==> config.mk <==
export PLATFORM = sky130hd
export DESIGN_NAME = uart_tx_flat
export DESIGN_NICKNAME = d
export VERILOG_FILES = /design/src/rtl/uart_tx_if.sv /design/src/rtl/uart_tx.sv /design/src/flat_wrapper.sv
export SDC_FILE = /design/constraint.sdc
export NUM_CORES = 1
export LEC_CHECK = 0
export ABC_AREA = 1
export CAP_MARGIN = 20
export CORE_MARGIN = 8
export CORE_UTILIZATION = 59
export CTS_CLUSTER_SIZE = 16
export DETAILED_ROUTE_END_ITERATION = 16
export PLACE_DENSITY_LB_ADDON = 0.1
export SYNTH_ARGS = -nofsm -noshare
export SYNTH_HDL_FRONTEND = slang
export SYNTH_SLANG_ARGS = --single-unit
==> constraint.sdc <==
create_clock -name clk -period 2.7 [get_ports clk]
set_input_delay 0.27 -clock clk [delete_from_list [all_inputs] [get_ports clk]]
set_output_delay 0.27 -clock clk [all_outputs]
set_load 0.01 [all_outputs]
==> src/rtl/uart_tx_if.sv <==
// Parallel-side byte handshake for uart_tx.
// The host writes BYTEIN with a load strobe when ready is high.
interface uart_tx_if;
  logic [7:0] BYTEIN;
  logic       load;
  logic       ready;
  logic       busy;
  logic       done;

  modport master (
    output BYTEIN, load,
    input  ready, busy, done
  );

  modport slave (
    input  BYTEIN, load,
    output ready, busy, done
  );
endinterface

==> src/rtl/uart_tx.sv <==
// UART transmitter with RTS/CTS flow control and a one-byte holding buffer.
// Define UART_TX_PARITY_EN to add an even parity bit (8E1 instead of 8N1).
module uart_tx #(
  parameter int unsigned BAUD_DIV = 5208
) (
  input  logic      clk,
  input  logic      rst,
  uart_tx_if.slave  bus,
  output logic      RTS,
  input  logic      CTS,
  output logic      TX_D
);

  typedef enum logic [2:0] {
    S_IDLE,
    S_REQ,
    S_START,
    S_DATA,
`ifdef UART_TX_PARITY_EN
    S_PARITY,
`endif
    S_STOP
  } state_t;

  localparam logic [15:0] LAST = 16'(BAUD_DIV - 1);

  state_t      state_q, state_d;
  logic [15:0] cnt_q, cnt_d;
  logic [2:0]  idx_q, idx_d;
  logic [7:0]  shreg_q, shreg_d;
  logic [7:0]  hold_q;
  logic        full_q;
`ifdef UART_TX_PARITY_EN
  logic        par_q;
`endif

  logic accept, take, timed, bit_end;
  logic line, rts_w, done_w;

  assign accept  = bus.load && !full_q;
  assign bit_end = (cnt_q == LAST);

  always_comb begin
    state_d = state_q;
    idx_d   = idx_q;
    shreg_d = shreg_q;
    take    = 1'b0;
    timed   = 1'b0;
    line    = 1'b1;
    rts_w   = 1'b1;
    done_w  = 1'b0;
    unique case (state_q)
      S_IDLE: begin
        rts_w = 1'b0;
        if (full_q || accept) state_d = S_REQ;
      end
      S_REQ: begin
        if (CTS) begin
          take    = 1'b1;
          shreg_d = hold_q;
          state_d = S_START;
        end
      end
      S_START: begin
        timed = 1'b1;
        line  = 1'b0;
        if (bit_end) begin
          idx_d   = 3'd0;
          state_d = S_DATA;
        end
      end
      S_DATA: begin
        timed = 1'b1;
        line  = shreg_q[0];
        if (bit_end) begin
          shreg_d = {1'b0, shreg_q[7:1]};
          idx_d   = idx_q + 3'd1;
          if (idx_q == 3'd7) begin
`ifdef UART_TX_PARITY_EN
            state_d = S_PARITY;
`else
            state_d = S_STOP;
`endif
          end
        end
      end
`ifdef UART_TX_PARITY_EN
      S_PARITY: begin
        timed = 1'b1;
        line  = par_q;
        if (bit_end) state_d = S_STOP;
      end
`endif
      S_STOP: begin
        timed = 1'b1;
        if (bit_end) begin
          done_w  = 1'b1;
          state_d = (full_q || accept) ? S_REQ : S_IDLE;
        end
      end
      default: state_d = S_IDLE;
    endcase
    // Counter restarts at every bit boundary, so a frame never drifts.
    cnt_d = (timed && !bit_end) ? cnt_q + 16'd1 : 16'd0;
  end

  always_ff @(posedge clk) begin
    if (rst) begin
      state_q <= S_IDLE;
      cnt_q   <= 16'd0;
      idx_q   <= 3'd0;
      shreg_q <= 8'd0;
    end else begin
      state_q <= state_d;
      cnt_q   <= cnt_d;
      idx_q   <= idx_d;
      shreg_q <= shreg_d;
    end
  end

  always_ff @(posedge clk) begin
    if (rst) begin
      hold_q <= 8'd0;
      full_q <= 1'b0;
    end else if (accept) begin
      hold_q <= bus.BYTEIN;
      full_q <= 1'b1;
    end else if (take) begin
      full_q <= 1'b0;
    end
  end

`ifdef UART_TX_PARITY_EN
  always_ff @(posedge clk) begin
    if (rst)       par_q <= 1'b0;
    else if (take) par_q <= ^hold_q;
  end
`endif

  assign TX_D      = line;
  assign RTS       = rts_w;
  assign bus.done  = done_w;
  assign bus.ready = !full_q;
  assign bus.busy  = (state_q != S_IDLE) || full_q;

endmodule

==> src/flat_wrapper.sv <==
// flat-port wrapper written by rule: the top's interface ports become plain ports
module uart_tx_flat 
#(
  parameter int unsigned BAUD_DIV = 5208
)
  (clk, rst, RTS, CTS, TX_D, bus_BYTEIN, bus_load, bus_ready, bus_busy, bus_done);
  uart_tx_if bus_i ();
  input  logic clk;
  input  logic rst;
  output logic RTS;
  input  logic CTS;
  output logic TX_D;
  input wire logic [$bits(bus_i.BYTEIN)-1:0] bus_BYTEIN;
  input wire logic [$bits(bus_i.load)-1:0] bus_load;
  output wire logic [$bits(bus_i.ready)-1:0] bus_ready;
  output wire logic [$bits(bus_i.busy)-1:0] bus_busy;
  output wire logic [$bits(bus_i.done)-1:0] bus_done;
  assign bus_i.BYTEIN = bus_BYTEIN;
  assign bus_i.load = bus_load;
  assign bus_ready = bus_i.ready;
  assign bus_busy = bus_i.busy;
  assign bus_done = bus_i.done;
  uart_tx #(.BAUD_DIV(BAUD_DIV)) u_core (.clk(clk), .rst(rst), .bus(bus_i), .RTS(RTS), .CTS(CTS), .TX_D(TX_D));
endmodule
* After elaboration in Yosys (flattened, before gate mapping) *
Index checks and enable logic that the tools add are counted.

storage, ports and cells
  bits in registers = 39
  latch bits = 0
  RAM bits = 0
  memory bits (read-only) = 0
  output and inout port bits = 5
  word-level logic and storage cells = 60
  memories = 0

cells by class
  $add $sub $neg = 2
  $mul = 0
  div/mod/pow operators = 0
  magnitude comparators = 0
  eq/ne operators = 12
  shift operators = 0
  mux-type cells = 23
  bitwise logic cells = 1
  reduce and logical (&&, ||, !) cells = 16

operators with widths
  operator                                         number
  2-to-1 mux 3 bit                                 8
  adder 16 x 1 -> 16 bit, second input constant    1
  == test 16 x 13 -> 1 bit, second input constant  1
  2-to-1 mux 8 bit                                 2
  one-hot mux 8 bit (2 select lines)               1
  one-hot mux 3 bit (5 select lines)               1
  != test 2 x 1 -> 1 bit, second input constant    5
  2-to-1 mux 1 bit                                 9
  == test 3 x 2 -> 1 bit, second input constant    2
  == test 3 bit, second input constant             2
  one-hot mux 3 bit (2 select lines)               1
  AND reduction 3 bit                              2
  AND reduction 6 bit                              1
  nonzero test 2 bit                               3
  adder 3 x 1 -> 3 bit, second input constant      1
  == test 3 x 1 -> 1 bit, second input constant    1
  logical NOT 3 bit                                1
  nonzero test 3 bit                               1
  OR reduction 3 bit                               1
  logical AND 1 bit                                2
  logical NOT 1 bit                                2
  logical OR 1 bit                                 2
  != test 2 bit, second input constant             1
  one-hot mux 1 bit (2 select lines)               1
  2 further kinds                                  2

* Longest topological paths before layout *
Gate-level depths: netlist of run 1.

  depth in word-level cells = 6
  mapped depth = 12
  mapped depth without buffers = 12

* Worst setup path before layout of run 1 *
No wires, ideal clock.

  path type = register -> register
  start = register u_core.cnt_q[0]
  end = register u_core.shreg_q[0]
  arrival = 1.334 ns
  setup slack = 1.250 ns
  stages on the path, launching flop included = 13
  buffers on the path = 0
  cell sequence = dfxtp_1 -> ha_1 -> nand2_2 -> inv_2 -> nand2_2 -> nor2_4 -> nand2_4 -> nor2_4 -> inv_2 -> nand2_4 -> inv_2 -> nor2_1 -> nor2_1

between the ends
  longest elaborated chain between the ends = 3

RTL lines
  element                           line            RTL
  from (decl)                       uart_tx.sv:28   logic [15:0] cnt_q, cnt_d;
  from (signal assigned)            uart_tx.sv:115  cnt_q <= cnt_d;
  == test 16 x 13 -> 1 bit          uart_tx.sv:41   assign bit_end = (cnt_q == LAST);
  != test 2 x 1 -> 1 bit (no line)  n/a
  AND reduction 3 bit (no line)     n/a
  to (signal assigned)              uart_tx.sv:117  shreg_q <= shreg_d;
  to (decl)                         uart_tx.sv:30   logic [7:0] shreg_q, shreg_d;

Every way passes these cells.
A chain may end at the register's enable or synchronous reset.

* Worst setup path in the final report of run 1 *
  start = register u_core.state_q[2]
  end = output TX_D

between the ends
  longest elaborated chain between the ends = 2
  elaborated cells on any way between the ends = 3
  classes of those cells = eq/ne (2); mux (1)

RTL lines
  element                               line                RTL
  from (decl)                           uart_tx.sv:27       state_t state_q, state_d;
  from (signal assigned)                uart_tx.sv:114      state_q <= state_d;
  == test 3 x 2 -> 1 bit                uart_tx.sv:52       unique case (state_q)
  one-hot mux 1 bit (2 select lines) *  uart_tx.sv:52
  to (decl)                             flat_wrapper.sv:12  output logic TX_D;

Mark *: on every way between the ends. The rest lies on a longest branch, timed or not.

==> out/results.md, run 1 <==
### Outcome
- result of the run: complete, no violations

### Routing
- number of optimization iterations in the first detailed-route pass: 4
- detailed router's first-iteration violation count: 86
- overall via count from detail_route: 1,623
- residual antenna-violating net count after detailed routing: 0
- via density per instance: 4.87
- number of DRC violations after detailed routing: 0
- routed wire length per instance: 11.0 um
- Routed Wire Length: 3660 um

### Finish
- Non-Filler Instances: 333
- most common cell after layout, fill and taps aside: nand2_1
- post-synthesis to final-layout area growth: 14.8%
- area used by multi-input combinational logic: 960 sq um
- combined flip-flop and latch cell area: 781 sq um
- filler instances: 275
- post-layout instance area: 2160 sq um
- most frequent cells in the layout: 57 x nand2_1, 52 x nor2_1, 39 x dfxtp_1, 26 x inv_1, 20 x o21ai_0
- antenna diode count: 0
- count of nets after finishing: 303
- fraction of layout cells with a size suffix above 1: 12.1%

### Place
- RePlAce Congestion: 0.805
- instance area after placement: 2090 sq um
- number of port buffers: 16
- number of placed cells counting well taps: 325
- post-detail-place hpwl: 2720 um
- worst slack at placement: 0.706 ns

### STA
- min setup slack post-route: 0.324 ns
- actual slew at the worst max-slew pin: 0.468 ns
- post-layout minimum cycle time: 2.38 ns
- final-report max-slew violation count: 0
- RSZ-0062 raised after global routing: no
- number of endpoints failing setup at the final stage: 0
- maximum frequency from static timing analysis: 421 MHz
- count of endpoints failing hold in the final timing report: 0
- Max transition margin: 68.7%
- maximum clock skew at final layout: 0.00858 ns
- TNS Setup: 0 ns
- final critical-path share of the clock period: 88.0%

### Setup path
- critical path, cell by cell: inv_2, nand3_1, inv_2, nand2_1, nand2_1, clkdlybuf4s50_1
- master of the slowest instance on the critical path: clkdlybuf4s50_1
- element type at the critical path start: flip-flop
- data required time at the worst endpoint: 2.43 ns
- largest delay contributor family on the critical path: buffers and inverters
- capturing element type of the critical path: primary output
- Data arrival, critical path: 2.11 ns
- worst stage delay on the critical path: 0.53 ns
- top fanout value on the critical path: 11
- Worst Path Buf+Inv: 3
- critical path class: flip-flop to primary output

### Clocking
- post-CTS repair timing setup buffer count: 0
- Worst-Skew Late Latency: 0.36 ns
- TritonCTS Buffers: 5
- number of buffers on the longest clock path: 2
- CTS Hold Buffers Added: 0
- number of cells upsized or downsized after cts: 0
- clock-pin slew of the registers on the worst-case setup and hold paths: 0.12 ns
- H-tree depth: 2
- clock tree from TritonCTS: built
- # clock sinks: 39
- clock root cell: clkbuf_4

### Floorplanning
- Site Rows: 20
- Die Y-Extent: 72.5 um
- area enclosed by the die boundary: 5260 sq um
- effective utilization at floorplan: 61.7%
- io pins: 17
- Die Wd: 72.5 um
- core region area: 3050 sq um

### Logic synthesis
- post-synthesis net count: 282
- Yosys warning count: 0
- number of library cell types mapped by synthesis: 30
- top area cells in the synthesized netlist: dfxtp_1 41%, nand2_1 11%, nor2_1 10%
- EDFF count, synth: 0
- Avg Cell Area, Syn: 7.06 sq um
- count of state elements after synthesis: 39
- share of the yosys chip area belonging to registers: 41.4%
- portion of synthesized cell area occupied by the leading cell type: 41.4%
- ys async rst share: 0%
- cell accounting for the most synthesized area: dfxtp_1
- Mapped Area: 1880 sq um
- primary flip-flop cell chosen by synthesis mapping: dfxtp_1
- cell count after synthesis: 267

### Power and ir drop
- worst IR drop on VDD: 0.559 mV
- cell area power density: 712 nW/um^2
- leakage power: 0.985 nW

### Global routing
- maximum number of pins on one net before global-route repair: 20
- number of global-route vias before repair: 1,485
- number of antenna violations at the first check in global routing: 0
- wire length of the first global-routing pass: 6350 um
- aggregate global routing overflow: 0
- GRT Total Usage: 15.3%

### Run
- max-cap violation count: 0

### Hold path
- path type of the worst min-delay path: flip-flop to flip-flop

-- final timing paths --
kind	from	endpoint	slack (ns)	cells past startpoint
worst min-delay path	u_core.cnt_q[0]	u_core.cnt_q[0]	0.48	1
worst min register to register	u_core.cnt_q[0]	u_core.cnt_q[0]	0.48	1
worst max register to register	u_core.state_q[2]	u_core.cnt_q[10]	0.91	8
worst max-delay path	u_core.state_q[2]	TX_D	0.32	6
-- report_power, final --
part	switching (mW)	internal, mW	total (mW)
clock network	0.199	0.152	0.351
registers	0.0467	0.641	0.688
logic	0.301	0.199	0.501
-- metrics by stage --
step | power [mW] | hold WS (ns) | utilization (%)
3_3_place_gp | 1.18 | 0.446 | 68.5
2_1_floorplan | 1.04 | 0.339 | -
3_5_place_dp | 1.19 | 0.452 | 68.5
4_1_cts | 1.55 | 0.480 | 70.9
6_report | 1.54 | 0.477 | 70.9
5_1_grt | 1.64 | 0.503 | 70.9
-- sequential cells by signal, indices dropped and copies added, names as in the netlist --
name	count
u_core.cnt_q	16
u_core.hold_q	8
u_core.shreg_q	8
u_core.idx_q	3
u_core.state_q	3
u_core.full_q	1
-- layer usage --
metal / routed length (um) / up-vias / part of all wire (%) / GRT usage, %
li1: - / 888 / - / -
met1: 1650 / 703 / 45 / 16.4
met2: 1800 / 25 / 49 / 26.0
met3: 133 / 7 / 3.6 / 5.51
met4: 68 / 0 / 1.9 / 7.33
met5: 0 / - / 0 / 0
-- synthesized netlist by cell type (3+ instances only) --
master / instances
nor3_1: 6
nand2_2: 4
nand4_1: 4
xor2_1: 3
nor2_2: 3
inv_2: 8
nor2_4: 3
nand3_1: 13
inv_1: 26
ha_1: 3
nor2_1: 52
a21oi_1: 9
nand2_1: 57
dfxtp_1: 39
o21ai_0: 20
-- cells by family after synthesis --
| kind of cell | after synthesis | synth area share (%) |
|---|---|---|
| buffers and inverters | 37 | 7.64 |
| AND/OR/NAND/NOR | 149 | 36.6 |
| XOR/XNOR | 5 | 2.32 |
| AO/OA/AOI/OAI | 34 | 10.0 |
| flip-flops | 39 | 41.4 |
| adder cells (fa/ha/maj) | 3 | 1.99 |
-- area by class of cell --
type                    count  area share [%]
flip-flops and latches     39            36.1
well taps                  44            2.54
clock buffers               7            3.01
clock inverters             1           0.347
multi-input cells         191            44.4
repair buffers             17            7.75
inverters                  34            5.90
Note: power is estimated with default switching activity, not from simulation.
==> inputs of run 2 (changes only) <==
Settings changed: ABC_CLOCK_PERIOD_IN_PS set to 2700.
==> results of run 2 <==
The final DEF is identical to that of run 1; final timing and power are the same.
